**src/rtl/password_validator_n.sv**
```systemverilog
// Serial password checker for the lock panel. It takes one digit per enable
// strobe and compares the entry against the external password RAM and a fixed
// admin code. It counts consecutive failures into a timed lockout, and from
// UNLOCK it can program a new password into the RAM.
module password_validator_n #(
    parameter int DIGITS      = 4,
    parameter int DIGIT_W     = 4,
    parameter int MAX_FAIL    = 3,
    parameter int LOCK_CYCLES = 1000,
    parameter logic [DIGITS*DIGIT_W-1:0] ADMIN_CODE = 16'h9210,
    localparam int IDX_W = $clog2(DIGITS),
    localparam int FC_W  = $clog2(MAX_FAIL+1)
) (
    input  logic               CLK,
    input  logic               RST,
    input  logic               enable,
    input  logic [DIGIT_W-1:0] digit,
    input  logic               clear,
    input  logic               prog_req,
    input  logic               admin_reset,
    output logic [IDX_W-1:0]   rd_addr,
    input  logic [DIGIT_W-1:0] rd_data,
    output logic               wr_en,
    output logic [IDX_W-1:0]   wr_addr,
    output logic [DIGIT_W-1:0] wr_data,
    output logic               unlock_light,
    output logic               admin_light,
    output logic               error_light,
    output logic               lock_down,
    output logic [FC_W-1:0]    fail_count
);

    localparam int LC_W = $clog2(LOCK_CYCLES+1);
    localparam logic [IDX_W-1:0] LAST_IDX    = IDX_W'(DIGITS-1);
    localparam logic [FC_W-1:0]  FC_MAX      = FC_W'(MAX_FAIL);
    localparam logic [FC_W-1:0]  FC_RELEASE  = FC_W'(MAX_FAIL-1);
    localparam logic [LC_W-1:0]  LC_LAST     = LC_W'(LOCK_CYCLES-1);

    typedef enum logic [2:0] {ENTRY, UNLOCK, ERROR, LOCK, PROG} state_t;

    state_t             state, state_n;
    logic [IDX_W-1:0]   idx, idx_n;
    logic               user_bad, user_bad_n, adm_bad, adm_bad_n;
    logic               user_acc, adm_acc;
    logic               admin_flag, admin_flag_n;
    logic [FC_W-1:0]    fail_n;
    logic [LC_W-1:0]    lock_cnt, lock_cnt_n;
    logic               wr_en_n;
    logic [IDX_W-1:0]   wr_addr_n;
    logic [DIGIT_W-1:0] wr_data_n;

    // Registered state, entry progress, failure/lock counters and RAM write port
    always_ff @(posedge CLK or negedge RST) begin
        if (!RST) begin
            state      <= ENTRY;
            idx        <= '0;
            user_bad   <= 1'b0;
            adm_bad    <= 1'b0;
            admin_flag <= 1'b0;
            fail_count <= '0;
            lock_cnt   <= '0;
            wr_en      <= 1'b0;
            wr_addr    <= '0;
            wr_data    <= '0;
        end else begin
            state      <= state_n;
            idx        <= idx_n;
            user_bad   <= user_bad_n;
            adm_bad    <= adm_bad_n;
            admin_flag <= admin_flag_n;
            fail_count <= fail_n;
            lock_cnt   <= lock_cnt_n;
            wr_en      <= wr_en_n;
            wr_addr    <= wr_addr_n;
            wr_data    <= wr_data_n;
        end
    end

    // Next-state decode; mismatch flags accumulate so a verdict sees the final digit too
    always_comb begin
        state_n      = state;
        idx_n        = idx;
        user_bad_n   = user_bad;
        adm_bad_n    = adm_bad;
        admin_flag_n = admin_flag;
        fail_n       = fail_count;
        lock_cnt_n   = '0;
        wr_en_n      = 1'b0;
        wr_addr_n    = wr_addr;
        wr_data_n    = wr_data;
        user_acc     = user_bad | (digit != rd_data);
        adm_acc      = adm_bad  | (digit != ADMIN_CODE[int'(idx)*DIGIT_W +: DIGIT_W]);

        if (admin_reset) begin
            state_n      = ENTRY;
            idx_n        = '0;
            user_bad_n   = 1'b0;
            adm_bad_n    = 1'b0;
            admin_flag_n = 1'b0;
            fail_n       = '0;
        end else begin
            case (state)
                ENTRY: begin
                    if (enable) begin
                        if (idx == LAST_IDX) begin
                            idx_n      = '0;
                            user_bad_n = 1'b0;
                            adm_bad_n  = 1'b0;
                            if (!user_acc) begin
                                state_n      = UNLOCK;
                                admin_flag_n = 1'b0;
                                fail_n       = '0;
                            end else if (!adm_acc) begin
                                state_n      = UNLOCK;
                                admin_flag_n = 1'b1;
                                fail_n       = '0;
                            end else if (fail_count >= FC_RELEASE) begin
                                state_n = LOCK;
                                fail_n  = FC_MAX;
                            end else begin
                                state_n = ERROR;
                                fail_n  = fail_count + 1'b1;
                            end
                        end else begin
                            idx_n      = idx + 1'b1;
                            user_bad_n = user_acc;
                            adm_bad_n  = adm_acc;
                        end
                    end
                end
                UNLOCK: begin
                    if (clear) begin
                        state_n = ENTRY;
                    end else if (prog_req) begin
                        state_n = PROG;
                        idx_n   = '0;
                    end
                end
                ERROR: begin
                    if (clear) state_n = ENTRY;
                end
                LOCK: begin
                    if (lock_cnt == LC_LAST) begin
                        state_n = ENTRY;
                        fail_n  = FC_RELEASE;
                    end else begin
                        lock_cnt_n = lock_cnt + 1'b1;
                    end
                end
                PROG: begin
                    if (clear) begin
                        state_n = ENTRY;
                        idx_n   = '0;
                    end else if (enable) begin
                        wr_en_n   = 1'b1;
                        wr_addr_n = idx;
                        wr_data_n = digit;
                        if (idx == LAST_IDX) begin
                            state_n = ENTRY;
                            idx_n   = '0;
                        end else begin
                            idx_n = idx + 1'b1;
                        end
                    end
                end
                default: state_n = ENTRY;
            endcase
        end
    end

    assign rd_addr      = (state == ENTRY) ? idx : '0;
    assign unlock_light = (state == UNLOCK);
    assign admin_light  = (state == UNLOCK) && admin_flag;
    assign error_light  = (state == ERROR);
    assign lock_down    = (state == LOCK);

endmodule

```
**config.mk**
```make
export PLATFORM = sky130hd
export DESIGN_NAME = password_validator_n
export DESIGN_NICKNAME = d
export VERILOG_FILES = /design/src/rtl/password_validator_n.sv
export SDC_FILE = /design/constraint.sdc
export NUM_CORES = 1
export LEC_CHECK = 0
export CORE_UTILIZATION = 40
export DETAILED_ROUTE_END_ITERATION = 7
export PLACE_DENSITY_LB_ADDON = 0.1
export SLEW_MARGIN = 20
export SYNTH_ARGS = -nofsm -noshare
export SYNTH_HDL_FRONTEND = slang
export SYNTH_SLANG_ARGS = --single-unit
```
**constraint.sdc**
```tcl
create_clock -name CLK -period 1.6 [get_ports CLK]
set_input_delay 0.16 -clock CLK [delete_from_list [all_inputs] [get_ports CLK]]
set_output_delay 0.16 -clock CLK [all_outputs]
set_load 0.005 [all_outputs]
```
==> metrics.txt <==
commonest non-fill, non-tap cell in the layout buf_4; Yosys reg bits 27; Max Slew Vio Count 0; fmax around 0.57 GHz; RR Startpoint state[0]$_DFFE_PN0P_; CTS tree yes; Worst Reg-to-Reg Cells 5; HPWL after DPL between 2000 and 3000 um; pin count of the biggest net entering global routing 28; share of cells above drive strength 1 0.482; Via density between 5 and 6; required time of the critical path 1.76 ns; antenna violations before repair 0; Final nets 240; DP Worst Slack -0.323 ns; commonest cells after routing, fill and taps aside buf_4, dfrtp_1, clkdlybuf4s50_1; combinational share of power 0.482; status finished with violations; final WL 3700 um; synth unique cells 44; # rows 21; Die Width 63.3 um; Worst EP arrival 1.90 ns; clock power share 0.168; Vias ~1300; H-tree depth 1; buffers added on ports 28; Final Hold Fails 0; synth warn 0; FFs w/ async S/R, synth 1.00; R2R Path End wr_data[0]$_DFFE_PN0P_; Final Non-Filler Cells between 200 and 300; I/O pins 29; TritonRoute pass-1 iters 4; Mapped Avg Cell Area 10.2 um^2; hold-fix buffers at CTS 0; dpl cell area approximately 2100 um^2; number of diodes 0; RSZ-0062 raised after global routing yes; Mapped Cells approximately 150; 1st-iter DRT viols 51; ANT nets after route 0; Post-synth EDFFs 0; syn nets 164; Hold Crit Class input port to asynchronous set/reset pin; clock transition at the registers of the reported paths about 0.10 ns; flop2flop setup slack -0.14 ns; P_sw between 0.7 and 0.8 mW; Min Clock Period, post-route 1.74 ns; All-Layer GR Usage 0.197; Layout area overhead 63.7%; fill cell count roughly 270; Clk Latency, worst-skew pair roughly 0.27 ns; switching power share of the total 0.317; Initial Util 0.434; clk sinks 27; vias in the first global route about 1400; DRC Markers 0; dominant synthesized flop cell dfrtp_1; final hold slack 0.260 ns; crit path capture type flop; Mapped Area between 1500 and 2000 um^2; Setup CP Type flop to flop; first-pass GRT wire length ~6300 um; Longest Clk Path Bufs 2; CP startpoint kind flop; leakage around 1.1 nW; Crit Path Max Fanout 5; Setup WS post-layout -0.141 ns; overflow left after global routing 0; Core Area between 3000 and 4000 um^2; height of the die 63.3 um; cts bufs inserted 3; cell area after layout about 2500 um^2; Clk Tree Root Cell clkbuf_8; Seq pwr share 0.350; internal power between 1.5 and 2 mW; average wire per standard cell roughly 14 um; sequential cell area fraction in the yosys report 0.449; pwr dens 988 nW/um^2; Slew HR 0.757; placed cell count about 250; Peak VDD IR a little under 0.6 mV; final setup fails 11; failing checks negative setup slack; max cap viols 0; pin slew with the least headroom to its limit between 0.3 and 0.4 ns; RD Place Congestion approximately 0.8; Die Area about 4000 um^2; skew final between 0.003 and 0.004 ns; Final Power 2.43 mW; Tcrit/Tclk final 1.09
cell usage after synthesis, types with 2 or more instances:
library cell	n	area, um^2
nor2b_4	2	27.5
dfrtp_1	27	676
and2_1	2	12.5
nor3_1	8	40.0
and3_1	2	12.5
nor2b_1	2	12.5
mux2_4	4	60.1
nand3_1	6	30.0
a211oi_1	2	15.0
o21bai_1	2	15.0
nor2_1	18	67.6
nand2_1	7	26.3
o21ai_0	4	20.0
a22oi_1	4	30.0
xnor2_1	7	61.3
ha_1	3	37.5
inv_1	5	18.8
a21oi_1	6	30.0
xor2_1	6	52.6
nand4_1	2	12.5
buf_6	3	33.8
or3_1	3	18.8
registers in the layout, indices dropped and copies added (netlist names), 2 cells and up:
name	flops
idx	2
wr_data	4
state	3
lock_cnt	10
fail_count	2
wr_addr	2
how the worst max path moves through the flow:
| stage | from | cells after the start | end |
|---|---|---|---|
| floorplan | state[2]$_DFFE_PN0P_ | 6 | state[1]$_DFFE_PN0P_ |
| global placement | digit[0] | 6 | state[0]$_DFFE_PN0P_ |
| detailed placement | digit[3] | 6 | state[0]$_DFFE_PN0P_ |
| CTS | state[0]$_DFFE_PN0P_ | 4 | rd_addr[1] |
| global route | state[0]$_DFFE_PN0P_ | 5 | wr_data[0]$_DFFE_PN0P_ |
| finish | state[0]$_DFFE_PN0P_ | 5 | wr_data[0]$_DFFE_PN0P_ |
power by group through the flow:
stage / Combinational (mW) / Sequential [mW] / Clock, mW
after floorplan: 0.437 / 0.812 / 0
after global placement: 0.796 / 0.830 / 0
after detailed placement: 0.804 / 0.837 / 0
after CTS: 1.01 / 0.817 / 0.427
after global routing: 1.27 / 0.864 / 0.460
final: 1.17 / 0.852 / 0.409
worst max-delay path: stages, from the launching register on:
cell	delay, ns
dfrtp_2	0.44
buf_6	0.12
buf_6	0.11
nor2b_4	0.10
or4b_4	0.54
mux2_4	0.32
cells by family (layout without fill, tap and decap cells):
group	after synthesis	count (layout)	share of synthesized area
mux	7	7	0.0615
buf+inv	11	86	0.0457
fa+ha+maj	3	3	0.0249
simple gates	63	63	0.238
flops	27	27	0.449
xor+xnor	13	13	0.0756
compound gates	23	23	0.106
area by class of cell:
class	instances	area [um^2]	area share
Clock buffer	3	41.3	0.0168
Timing Repair Buffer	77	697	0.283
Clock inverter	1	8.76	0.00356
Sequential cell	27	682	0.277
Tap cell	46	57.6	0.0234
Multi-Input combinational cell	109	956	0.388
Inverter	5	21.3	0.00863
per-stage QoR:
| stage | setup TNS (ns) | utilization |
|---|---|---|
| 2_1_floorplan | -0.0252 | - |
| 3_3_place_gp | -2.35 | 0.599 |
| 3_5_place_dp | -3.06 | 0.599 |
| 4_1_cts | -1.93 | 0.654 |
| 5_1_grt | -1.74 | 0.710 |
| 6_report | -1.03 | 0.710 |
metal layers:
layer / global-route usage / vias up / routed length [um]
met4: 0.0483 / 0 / 39
li1: - / 661 / -
met5: 0 / - / 0
met2: 0.332 / 28 / 1770
met1: 0.258 / 654 / 1770
met3: 0.0362 / 4 / 119
timing repair:
item / 4_1_cts / 5_1_grt
pin swaps: 6 / 18
setup buffers: 8 / 7
gates resized for setup: 40 / 43
setup endpoints to repair: 28 / 29
(Power assumes the default switching activity.)
